<file path="config.mk">
export PLATFORM = sky130hd
export DESIGN_NAME = temp_disp_fmt
export DESIGN_NICKNAME = d
export VERILOG_FILES = /design/src/rtl/temp_disp_fmt.sv
export SDC_FILE = /design/constraint.sdc
export NUM_CORES = 1
export LEC_CHECK = 0
export BUFFER_PORTS_ARGS = -buffer_cell sky130_fd_sc_hd__buf_2
export CAP_MARGIN = 30
export CELL_PAD_IN_SITES_DETAIL_PLACEMENT = 2
export CELL_PAD_IN_SITES_GLOBAL_PLACEMENT = 2
export CORE_MARGIN = 3
export CORE_UTILIZATION = 35
export DETAILED_ROUTE_END_ITERATION = 10
export PLACE_DENSITY = 0.84
export SLEW_MARGIN = 20
export SYNTH_ARGS = -nofsm -noshare
export SYNTH_HDL_FRONTEND = slang
export SYNTH_SLANG_ARGS = --single-unit
</file>
<file path="constraint.sdc">
create_clock -name clk -period 5.25 [get_ports clk]
set_input_delay 1.05 -clock clk [delete_from_list [all_inputs] [get_ports clk]]
set_output_delay 1.05 -clock clk [all_outputs]
set_load 0.01 [all_outputs]
</file>
<file path="src/rtl/temp_disp_fmt.sv">
// Formats a DS18B20 temperature word into six packed display codes for the
// seven-segment scan driver, using a sequential double-dabble conversion.
module temp_disp_fmt #(
  parameter int N_BITS = 21,
  parameter int N_BCD  = 7
) (
  input  logic        clk,
  input  logic        rst_n,
  input  logic        temp_vld,
  input  logic [15:0] temp_raw,
  output logic        busy,
  output logic        dis_vld,
  output logic [23:0] dis_data
);

  typedef enum logic [1:0] {IDLE, LOAD, SHIFT, DONE} state_t;

  localparam logic [4:0] LAST_ITER = 5'(N_BITS - 1);
  localparam int         BCD_W     = 4 * N_BCD;

  state_t state, state_next;

  logic [10:0]        raw;
  logic               neg;
  logic               err;
  logic [N_BITS-1:0]  bin;
  logic [BCD_W-1:0]   bcd;
  logic [4:0]         cnt;

  logic [10:0]             mag;
  logic [N_BITS-1:0]       n_val;
  logic [BCD_W-1:0]        bcd_adj;
  logic [BCD_W+N_BITS-1:0] shifted;
  logic [3:0]              sign_code;
  logic [23:0]             fmt_data;

  always_ff @(posedge clk or negedge rst_n) begin
    if (!rst_n) state <= IDLE;
    else        state <= state_next;
  end

  always_comb begin
    state_next = state;
    case (state)
      IDLE:    if (temp_vld) state_next = LOAD;
      LOAD:    state_next = SHIFT;
      SHIFT:   if (cnt == LAST_ITER) state_next = DONE;
      DONE:    state_next = IDLE;
      default: state_next = IDLE;
    endcase
  end

  // Only the low 11 bits of the magnitude reach the display; the 11-bit
  // negation equals the low bits of the 16-bit wrapped negation.
  always_comb begin
    mag   = neg ? (~raw + 11'd1) : raw;
    n_val = N_BITS'(mag[10:4]) * N_BITS'(10000) + N_BITS'(mag[3:0]) * N_BITS'(625);
  end

  always_comb begin
    bcd_adj = bcd;
    for (int i = 0; i < N_BCD; i++) begin
      if (bcd[4*i +: 4] >= 4'd5) bcd_adj[4*i +: 4] = bcd[4*i +: 4] + 4'd3;
    end
    shifted = {bcd_adj, bin} << 1;
  end

  // Leftmost code: minus, hundreds digit one, or plus. F4 is truncated.
  always_comb begin
    if (neg)                         sign_code = 4'hB;
    else if (bcd[BCD_W-1 -: 4] == 4'd1) sign_code = 4'h1;
    else                             sign_code = 4'hA;
    fmt_data = err ? 24'hFFFFFF : {sign_code, bcd[23:4]};
  end

  always_ff @(posedge clk or negedge rst_n) begin
    if (!rst_n) begin
      raw      <= '0;
      neg      <= 1'b0;
      err      <= 1'b0;
      bin      <= '0;
      bcd      <= '0;
      cnt      <= '0;
      busy     <= 1'b0;
      dis_vld  <= 1'b0;
      dis_data <= 24'hFFFFFF;
    end else begin
      dis_vld <= 1'b0;
      busy    <= (state != IDLE) || (state_next != IDLE);
      case (state)
        IDLE: begin
          if (temp_vld) begin
            raw <= temp_raw[10:0];
            neg <= temp_raw[15];
            err <= !((temp_raw[15:11] == 5'h00) || (temp_raw[15:11] == 5'h1F));
          end
        end
        LOAD: begin
          bin <= n_val;
          bcd <= '0;
          cnt <= '0;
        end
        SHIFT: begin
          bcd <= shifted[BCD_W+N_BITS-1:N_BITS];
          bin <= shifted[N_BITS-1:0];
          if (cnt != LAST_ITER) cnt <= cnt + 5'd1;
        end
        DONE: begin
          dis_data <= fmt_data;
          dis_vld  <= 1'b1;
        end
        default: ;
      endcase
    end
  end

endmodule

</file>
* Word level (Yosys, flattened, before mapping)
Cells that the tools add are included.
** Operators by class
- $add $sub $neg :: 10
- Multiply operators :: 2
- $lt $le $gt $ge :: 7
- Equality and inequality tests :: 8
- Multiplexer cells :: 19
- Bitwise gates (word level) :: 1
- Reduce and logical (&&, ||, !) cells :: 10
** Operators by type and width (number)
- $pmux W28 S2 :: 1
- $pmux W21 S2 :: 1
- $mux W4 :: 8
- $ge A4 B3 Y1 const B :: 7
- $add A4 B2 Y4 const B :: 6
- $mux W24 :: 1
- $add A21 B14 Y21 :: 1
- $mul A7 B10 Y17 const B :: 1
- $mul A4 B10 Y14 const B :: 1
- $add A11 B1 Y11 const B :: 1
- $mux W11 :: 1
- $not A11 Y11 :: 1
- $eq A5 B5 Y1 const B :: 2
- $pmux W5 S2 :: 1
- $pmux W2 S4 :: 1
- $reduce_bool A2 Y1 :: 3
- $add A5 B1 Y5 const B :: 1
- $logic_not A5 Y1 :: 1
- $mux W5 :: 1
- $ne A5 B5 Y1 const B :: 1
- $eq A2 B2 Y1 const B :: 2
- $eq A4 B1 Y1 const B :: 1
- $mux W2 :: 2
- $reduce_and A2 Y1 :: 2
- other kinds (8) :: 9
** Word-level totals
- Register bits :: 95
- Output and inout bits :: 26

* Logic depth before layout (Yosys ltp)
Gate-level depths: netlist of run 1.
- Word-level depth :: 6
- Gate-level depth with buffers :: 24
- Mapped depth without buffers :: 23

* Worst setup path after synthesis of run 1
No wires, ideal clock.
- Kind :: reg2reg
- Start point :: register raw[3]
- End point :: register bin[20]
- Setup time :: 140 ps
- Data arrival time :: 5322 ps
- Data required time :: 5110 ps
- Slack :: -213 ps
- Cell stages (with the launch flop) :: 22
- Clock period less this slack :: 5463 ps
- Path through :: dfrtp_1 > or3_4 > or4_4 > o21ai_0 > xor2_1 > inv_1 > fa_1 > fa_1 > ha_1 > ha_1 > a21oi_1 > xnor2_1 > ha_1 > ha_1 > o21ai_0 > nand2b_1 > a21oi_1 > a31oi_1 > nand2_1 > nor4_1 > xor2_1 > o221ai_1
** On the way
- Cells in the longest elaborated chain, start to end :: 6
- Elaborated cells on any way between the ends :: 7
- Those cells by class :: add/sub: 2; mul: 2; mux: 2; bitwise: 1
** Ends and longest elaborated chain
- start: declaration :: RTL line 23 : logic [10:0] raw;
- start signal: assignment :: RTL line 93 : raw <= temp_raw[10:0];
- $not A11 Y11 :: RTL line 56 : mag = neg ? (~raw + 11'd1) : raw;
- $add A11 B1 Y11 :: RTL line 56
- $mux W11 * :: RTL line 56
- $mul A7 B10 Y17 / $mul A4 B10 Y14 (equally long branches) :: RTL line 57 : n_val = N_BITS'(mag[10:4]) * N_BITS'(10000) + N_BITS'(mag[3:0]) * N_BITS'(625);
- $add A21 B14 Y21 * :: RTL line 57
- $pmux W21 S2 * :: RTL line 90 : case (state)
- end signal: assignment :: RTL line 99 : bin <= n_val;
- end signal: assignment :: RTL line 105 : bin <= shifted[N_BITS-1:0];
- end: declaration :: RTL line 26 : logic [N_BITS-1:0] bin;
Every way passes the cells marked *; elsewhere a longest branch is shown, timed or not.
A chain may end at the register's enable or synchronous reset.

* Final worst setup path of run 1
- Start point :: register raw[2]
- End point :: register bin[19]
Same word-level chain as after synthesis.

==> results of run 1 <==
-- cells by family after synthesis --
kind of cell | count (synthesis)
adder cells (fa/ha/maj) | 94
XOR/XNOR | 45
AND/OR/NAND/NOR | 161
multiplexers | 23
buffers and inverters | 86
AO/OA/AOI/OAI | 161
flip-flops | 94
-- cell type report --
type                       count  share of cell area
multi-input combinational    484               0.517
clock buffer                   9              0.0271
timing repair buffer         112              0.0930
sequential                    94               0.287
tap                          225              0.0339
inverter                      61              0.0276
clock inverter                 7              0.0139
-- state kept, by name, indices dropped and copies added (netlist names) --
register and flops:
err 1, dis_data 23, busy 1, neg 1, dis_vld 1, bin 21
bcd 28, cnt 5, raw 11, state 2
-- stage by stage --
step | setup TNS [ns] | setup slack [ns] | hold WS (ns)
floorplan | -0.0774 | -0.0305 | 0.449
global placement | -0.761 | -0.177 | 0.464
detailed placement | -3.49 | -0.548 | 0.476
CTS | -0.701 | -0.192 | 0.492
global route | -2.85 | -0.472 | 0.498
finish | -1.78 | -0.297 | 0.494
-- final timing paths --
check,startpoint,endpoint,slack (ns),cells after the start
setup / recovery,raw[2],bin[19],-0.30,22
hold / removal,bin[12],bin[12],0.49,2
setup reg to reg,raw[2],bin[19],-0.30,22
hold reg to reg,bin[12],bin[12],0.49,2
max in group asynchronous,rst_n,raw[9],3.48,2
min in group asynchronous,rst_n,bcd[7],0.77,1
-- cells in the mapped netlist, types with 5 or more instances --
| cell | count | share of area |
|---|---|---|
| sky130_fd_sc_hd__nand2b_1 | 13 | 0.013 |
| sky130_fd_sc_hd__o22ai_1 | 10 | 0.0097 |
| sky130_fd_sc_hd__o221ai_1 | 5 | 0.0068 |
| sky130_fd_sc_hd__o2bb2ai_1 | 15 | 0.020 |
| sky130_fd_sc_hd__a21oi_1 | 60 | 0.047 |
| sky130_fd_sc_hd__nor3_1 | 5 | 0.0039 |
| sky130_fd_sc_hd__nand3_1 | 14 | 0.011 |
| sky130_fd_sc_hd__xor2_1 | 16 | 0.022 |
| sky130_fd_sc_hd__mux2i_1 | 5 | 0.0078 |
| sky130_fd_sc_hd__xnor2_1 | 29 | 0.039 |
| sky130_fd_sc_hd__a31oi_1 | 12 | 0.012 |
| sky130_fd_sc_hd__ha_1 | 79 | 0.15 |
| sky130_fd_sc_hd__nor2_1 | 72 | 0.042 |
| sky130_fd_sc_hd__o21ai_0 | 27 | 0.021 |
| sky130_fd_sc_hd__buf_1 | 6 | 0.0035 |
| sky130_fd_sc_hd__fa_1 | 15 | 0.047 |
| sky130_fd_sc_hd__dfrtp_1 | 71 | 0.28 |
| sky130_fd_sc_hd__mux2_2 | 18 | 0.032 |
| sky130_fd_sc_hd__dfstp_2 | 23 | 0.094 |
| sky130_fd_sc_hd__nand2_1 | 28 | 0.016 |
| sky130_fd_sc_hd__inv_1 | 60 | 0.035 |
| sky130_fd_sc_hd__nor3b_1 | 7 | 0.0082 |
| sky130_fd_sc_hd__clkbuf_1 | 17 | 0.0099 |
| sky130_fd_sc_hd__o32ai_1 | 7 | 0.0095 |
-- metal layers --
layer  GRT usage  share of wire  vias to the layer above
met5           0              0                        -
met4      0.0889          0.033                        0
met3      0.0340          0.025                       55
met2       0.435           0.57                      102
met1       0.236           0.37                     2758
li1            -              -                     2503
-- worst max-delay path, cell delays in order, from the launching register on --
cell                       delay [ns]
sky130_fd_sc_hd__dfrtp_1         0.38
sky130_fd_sc_hd__or3_4           0.39
sky130_fd_sc_hd__or4_4           0.48
sky130_fd_sc_hd__o41ai_4         0.30
sky130_fd_sc_hd__xor2_1          0.27
sky130_fd_sc_hd__inv_2           0.10
sky130_fd_sc_hd__ha_4            0.24
sky130_fd_sc_hd__ha_4            0.26
sky130_fd_sc_hd__inv_2           0.03
sky130_fd_sc_hd__fa_1            0.49
sky130_fd_sc_hd__fa_1            0.54
sky130_fd_sc_hd__inv_2           0.05
sky130_fd_sc_hd__ha_4            0.24
sky130_fd_sc_hd__buf_6           0.13
sky130_fd_sc_hd__xnor2_4         0.12
sky130_fd_sc_hd__ha_4            0.32
sky130_fd_sc_hd__buf_6           0.11
sky130_fd_sc_hd__nor2_2          0.04
sky130_fd_sc_hd__nor2_2          0.17
sky130_fd_sc_hd__o41ai_4         0.15
sky130_fd_sc_hd__nor4_4          0.30
sky130_fd_sc_hd__xnor2_1         0.16
sky130_fd_sc_hd__o221ai_1        0.12
-- timing repair --
item / 4_1_cts / 5_1_grt
gates resized for setup: 75 / 15
pin swaps: 47 / 18
endpoints found under the setup margin: 9 / 8
buffers inserted: 12 / 7
==> metrics, run 1 <==
post-synthesis async set-or-reset flop share 1.00; most instantiated flip-flop cell in the synthesis netlist sky130_fd_sc_hd__dfrtp_1; path type of the worst min-delay path flip-flop to flip-flop; port bufs 44; die extent in x 142 µm; number of hold buffers added after CTS 0; number of CTS-inserted buffers 9; synthesized instance count 664; crit path DAT 5.77 ns; TritonCTS clock tree done; violations in the final reports negative setup slack; number of nets in the finished design 875; CTS Sinks 94; area of combinational cells with multiple inputs 4290 µm²; effective utilization at floorplan 0.364; number of design rule violations left after detail routing 0; number of max-slew violations in the final report 0; critical setup path kind flip-flop to flip-flop; Net Count, Synth 777; remaining antenna violation count after routing 0; global routing usage summed across all routing layers 0.223; #FFs+latches synth 94; HPWL after detailed placement 14400 µm; count of non-filler cells in the finished layout 992; Seq/Total Area, Yosys 0.370; share of final-layout standard cells stronger than drive strength 1 0.318; post-detailed-route wirelength per cell 22.0 µm; # rows 48; maximum capacitance violations 0; post-route worst setup slack -0.297 ns; Via Count 5418; Die Outline Area 20000 µm²; adder-cell share of the synthesized area 0.200; Post-Place Cells 960; Finished Core Util 0.470; Startpoint Class flip-flop; area taken by flip-flops and latches 2380 µm²; Fin. Hold Viols 0; RSZ-0062 raised after global routing yes; fraction of the mapped netlist area in simple logic gates 0.119; count of endpoints failing setup in the final report 7; count of flip-flops with a built-in enable after synthesis 0; I/O pin count 45; Setup Skew 0.0103 ns; initial detailed-routing violation count 147; share of the synthesized area in compound gates (AO/OA/AOI/OAI) 0.158; leading cell type in the layout, fill and taps excluded sky130_fd_sc_hd__dfrtp_1; commonest cells after routing, fill and taps aside 71 x sky130_fd_sc_hd__dfrtp_1, 69 x sky130_fd_sc_hd__nor2_1, 63 x sky130_fd_sc_hd__ha_1; crit path max fanout 5; global placement routability congestion 0.792; antenna violations before repair 0; Reg clk slew, reported paths 0.07 ns; outcome finished, violations left; tightest slew margin relative to the limit 0.430; multiplexer share of the synthesized area 0.0393; wire length of the first global-routing pass 35200 µm; Synthesis Warnings 0; fin area 8300 µm²; count of different cell masters after synthesis 53; post-route minimum period 5.55 ns; worst-margin pin slew 0.855 ns; via count of the first global-routing pass 6495; instance area at placement 7320 µm²; Clock Tree Root sky130_fd_sc_hd__clkbuf_16; number of fillers in the final layout 1857; kind of end point of the critical path flip-flop; die height 142 µm; number of iterations in the first detailed-routing pass 4; routed vias/inst 5.46; worst endpoint required time 5.48 ns; Synth Area in XOR/XNOR 0.0613; worst-skew pair later-pin latency 0.36 ns; total standard cell area after synthesis 6430 µm²; Area growth, synth to finish 29.0%; overflow left after global routing 0; Clock H-tree levels 3; Post-Route WL 21800 µm; syn avg cell area 9.69 µm²; final cycle utilization of the critical path 1.06; largest buffer count on any clock path 2; maximum number of pins on one net before global-route repair 62; antenna cells 0; f_max 180 MHz; core box area 17700 µm²; largest family of logic cells by synthesized area adder cells
Power of run 1 is not shown: default switching activity piles up to over one toggle a cycle in this logic, so the estimate is an artifact.
==> run 2: changes to the inputs <==
BUFFER_PORTS_ARGS = default   (was -buffer_cell sky130_fd_sc_hd__buf_2)
DONT_BUFFER_PORTS = 1   (was default)
PLACE_DENSITY = 0.8   (was 0.84)
==> metrics, run 2 (synthesis results as in run 1) <==
outcome finished, violations left; violations in the final reports negative setup slack; I/O pin count 45 (unchanged); worst-skew pair later-pin latency 0.36 ns (about the same); instance area at placement 7110 µm² (-2.8%); Die Outline Area 20000 µm² (unchanged); TritonCTS clock tree done; die extent in x 142 µm (unchanged); Fin. Hold Viols 0 (unchanged); CP dominant cell by count sky130_fd_sc_hd__ha_4; buffers plus inverters on the worst setup path 2 (-3); logic depth of the worst path, buffers included 21 (-4.5%); # rows 48 (unchanged); worst endpoint required time 5.45 ns (-0.03 ns); routed vias/inst 5.49 (+0.60%); core box area 17700 µm² (unchanged); number of nets in the finished design 832 (-4.9%); Worst Reg-to-Reg Cells 21 (-4.5%); count of endpoints failing setup in the final report 8 (+1); critical setup path kind flip-flop to flip-flop; kind of end point of the critical path flip-flop; Clock Tree Root sky130_fd_sc_hd__clkbuf_16; number of flip-flops under the largest register name 28 (unchanged); register containing the most flip-flops in the final layout bcd; antenna violations before repair 0 (unchanged); number of max-slew violations in the final report 0 (unchanged); post-route worst setup slack -0.309 ns (-0.0121 ns); commonest cells after routing, fill and taps aside 71 x sky130_fd_sc_hd__nor2_1, 71 x sky130_fd_sc_hd__dfrtp_1, 65 x sky130_fd_sc_hd__buf_4; number of iterations in the first detailed-routing pass 4 (unchanged); Post-Place Cells 918 (-4.4%); wire length of the first global-routing pass 32400 µm (-8.0%); Clock H-tree levels 3 (unchanged); die height 142 µm (unchanged); post-route minimum period 5.56 ns (+0.0121 ns); post-detailed-route wirelength per cell 22.0 µm (+0.14%); Post-Route WL 20900 µm (-4.2%); fin area 8070 µm² (-2.7%); CTS Sinks 94 (unchanged); Largest regs bcd x28, dis_data x23, bin x21; grt peak-use layer met2; Reg clk slew, reported paths 0.08 ns (about the same); number of CTS-inserted buffers 9 (unchanged); largest buffer count on any clock path 2 (unchanged); Via Count 5214 (-3.8%); path type of the worst min-delay path primary input to asynchronous set/reset pin; worst-margin pin slew 0.943 ns (+0.0877 ns); count of non-filler cells in the finished layout 949 (-4.3%); overflow left after global routing 0 (unchanged); global placement routability congestion 0.799 (+0.91%); final cycle utilization of the critical path 1.06 (+0.00230); crit-path cells or3_4 -> or4_4 -> o21ai_2 -> xor2_1 -> inv_1 -> fa_1 -> fa_2 -> ha_4 -> ha_4 -> buf_4 -> nand2b_1 -> nand2_2 -> a21oi_4 -> xnor2_2 -> ha_4 -> a211oi_4 -> a31oi_4 -> nand2_2 -> nor4_4 -> xor2_1 -> o221ai_1; Setup Skew 0.00906 ns (-0.00121 ns); met1 routing resource usage after global routing 0.231 (-0.00525); worst flop-to-flop path startpoint raw[3]; DP Worst Slack -0.494 ns (+0.0542 ns); slowest cell on the critical path sky130_fd_sc_hd__fa_2; initial detailed-routing violation count 230 (+56%); number of design rule violations left after detail routing 0 (unchanged); maximum number of pins on one net before global-route repair 95 (+53%); global routing usage summed across all routing layers 0.202 (-0.0205); Startpoint Class flip-flop; delay of the slowest cell on the worst path 0.59 ns (+0.05 ns); number of fillers in the final layout 1839 (-0.97%); crit path max fanout 3 (-2); Global Route met3 Usage 0.0357 (+0.00169); final-layout worst hold slack 0.381 ns (-0.113 ns); tightest slew margin relative to the limit 0.367 (-0.0630); antenna cells 0 (unchanged); port bufs 0 (-100%); RSZ-0062 raised after global routing yes; maximum capacitance violations 0 (unchanged); Area growth, synth to finish 25.5%; effective utilization at floorplan 0.364 (unchanged); launch point of the critical path raw[3]; via count of the first global-routing pass 5953 (-8.3%); crit path DAT 5.76 ns (about the same); remaining antenna violation count after routing 0 (unchanged); number of hold buffers added after CTS 0 (unchanged); HPWL after detailed placement 13400 µm (-6.8%); global-route met2 utilization 0.385 (-0.0499); share of final-layout standard cells stronger than drive strength 1 0.289 (-0.0294); f_max 180 MHz (-0.22%); cell class contributing the biggest share of worst-path delay adder cells
run 2: routing by layer:
metal | routed length (µm) | vias to the layer above
met5 | 0 | -
met4 | 619 | 0
met3 | 514 | 33
met2 | 11600 | 88
met1 | 8200 | 2671
li1 | - | 2422
run 2: timing repair:
action / in CTS / in global routing
endpoints found under the setup margin: 10 / 9
gates resized for setup: 47 / 44
pin swaps: 27 / 15
cloned: 0 / 0
buffers inserted: 8 / 7
run 2: worst paths after layout:
| check | endpoint | slack [ns] |
|---|---|---|
| worst max register to register | bin[20] | -0.31 |
| min in group clk | bin[12] | 0.50 |
| worst max-delay path | bin[20] | -0.31 |
| max in group asynchronous | dis_data[19] | 4.65 |
| worst min-delay path | bcd[5] | 0.38 |
| worst min register to register | bin[12] | 0.50 |
run 2: stage by stage:
stage | utilization | TNS [ns]
detailed placement | 0.403 | -3.21
global placement | 0.403 | -0.817
finish | 0.457 | -1.40
CTS | 0.440 | -0.436
global route | 0.457 | -2.65
floorplan | - | -0.0774
run 2: layout make-up:
type	count	area, µm²	area share
Clock buffer	10	250	0.0310
Inverter	61	229	0.0284
Timing Repair Buffer	69	533	0.0660
Clock inverter	6	83.8	0.0104
Multi-Input combinational cell	484	4320	0.534
Sequential cell	94	2380	0.295
Tap cell	225	282	0.0349
Power of run 2 is left out for the same reason.
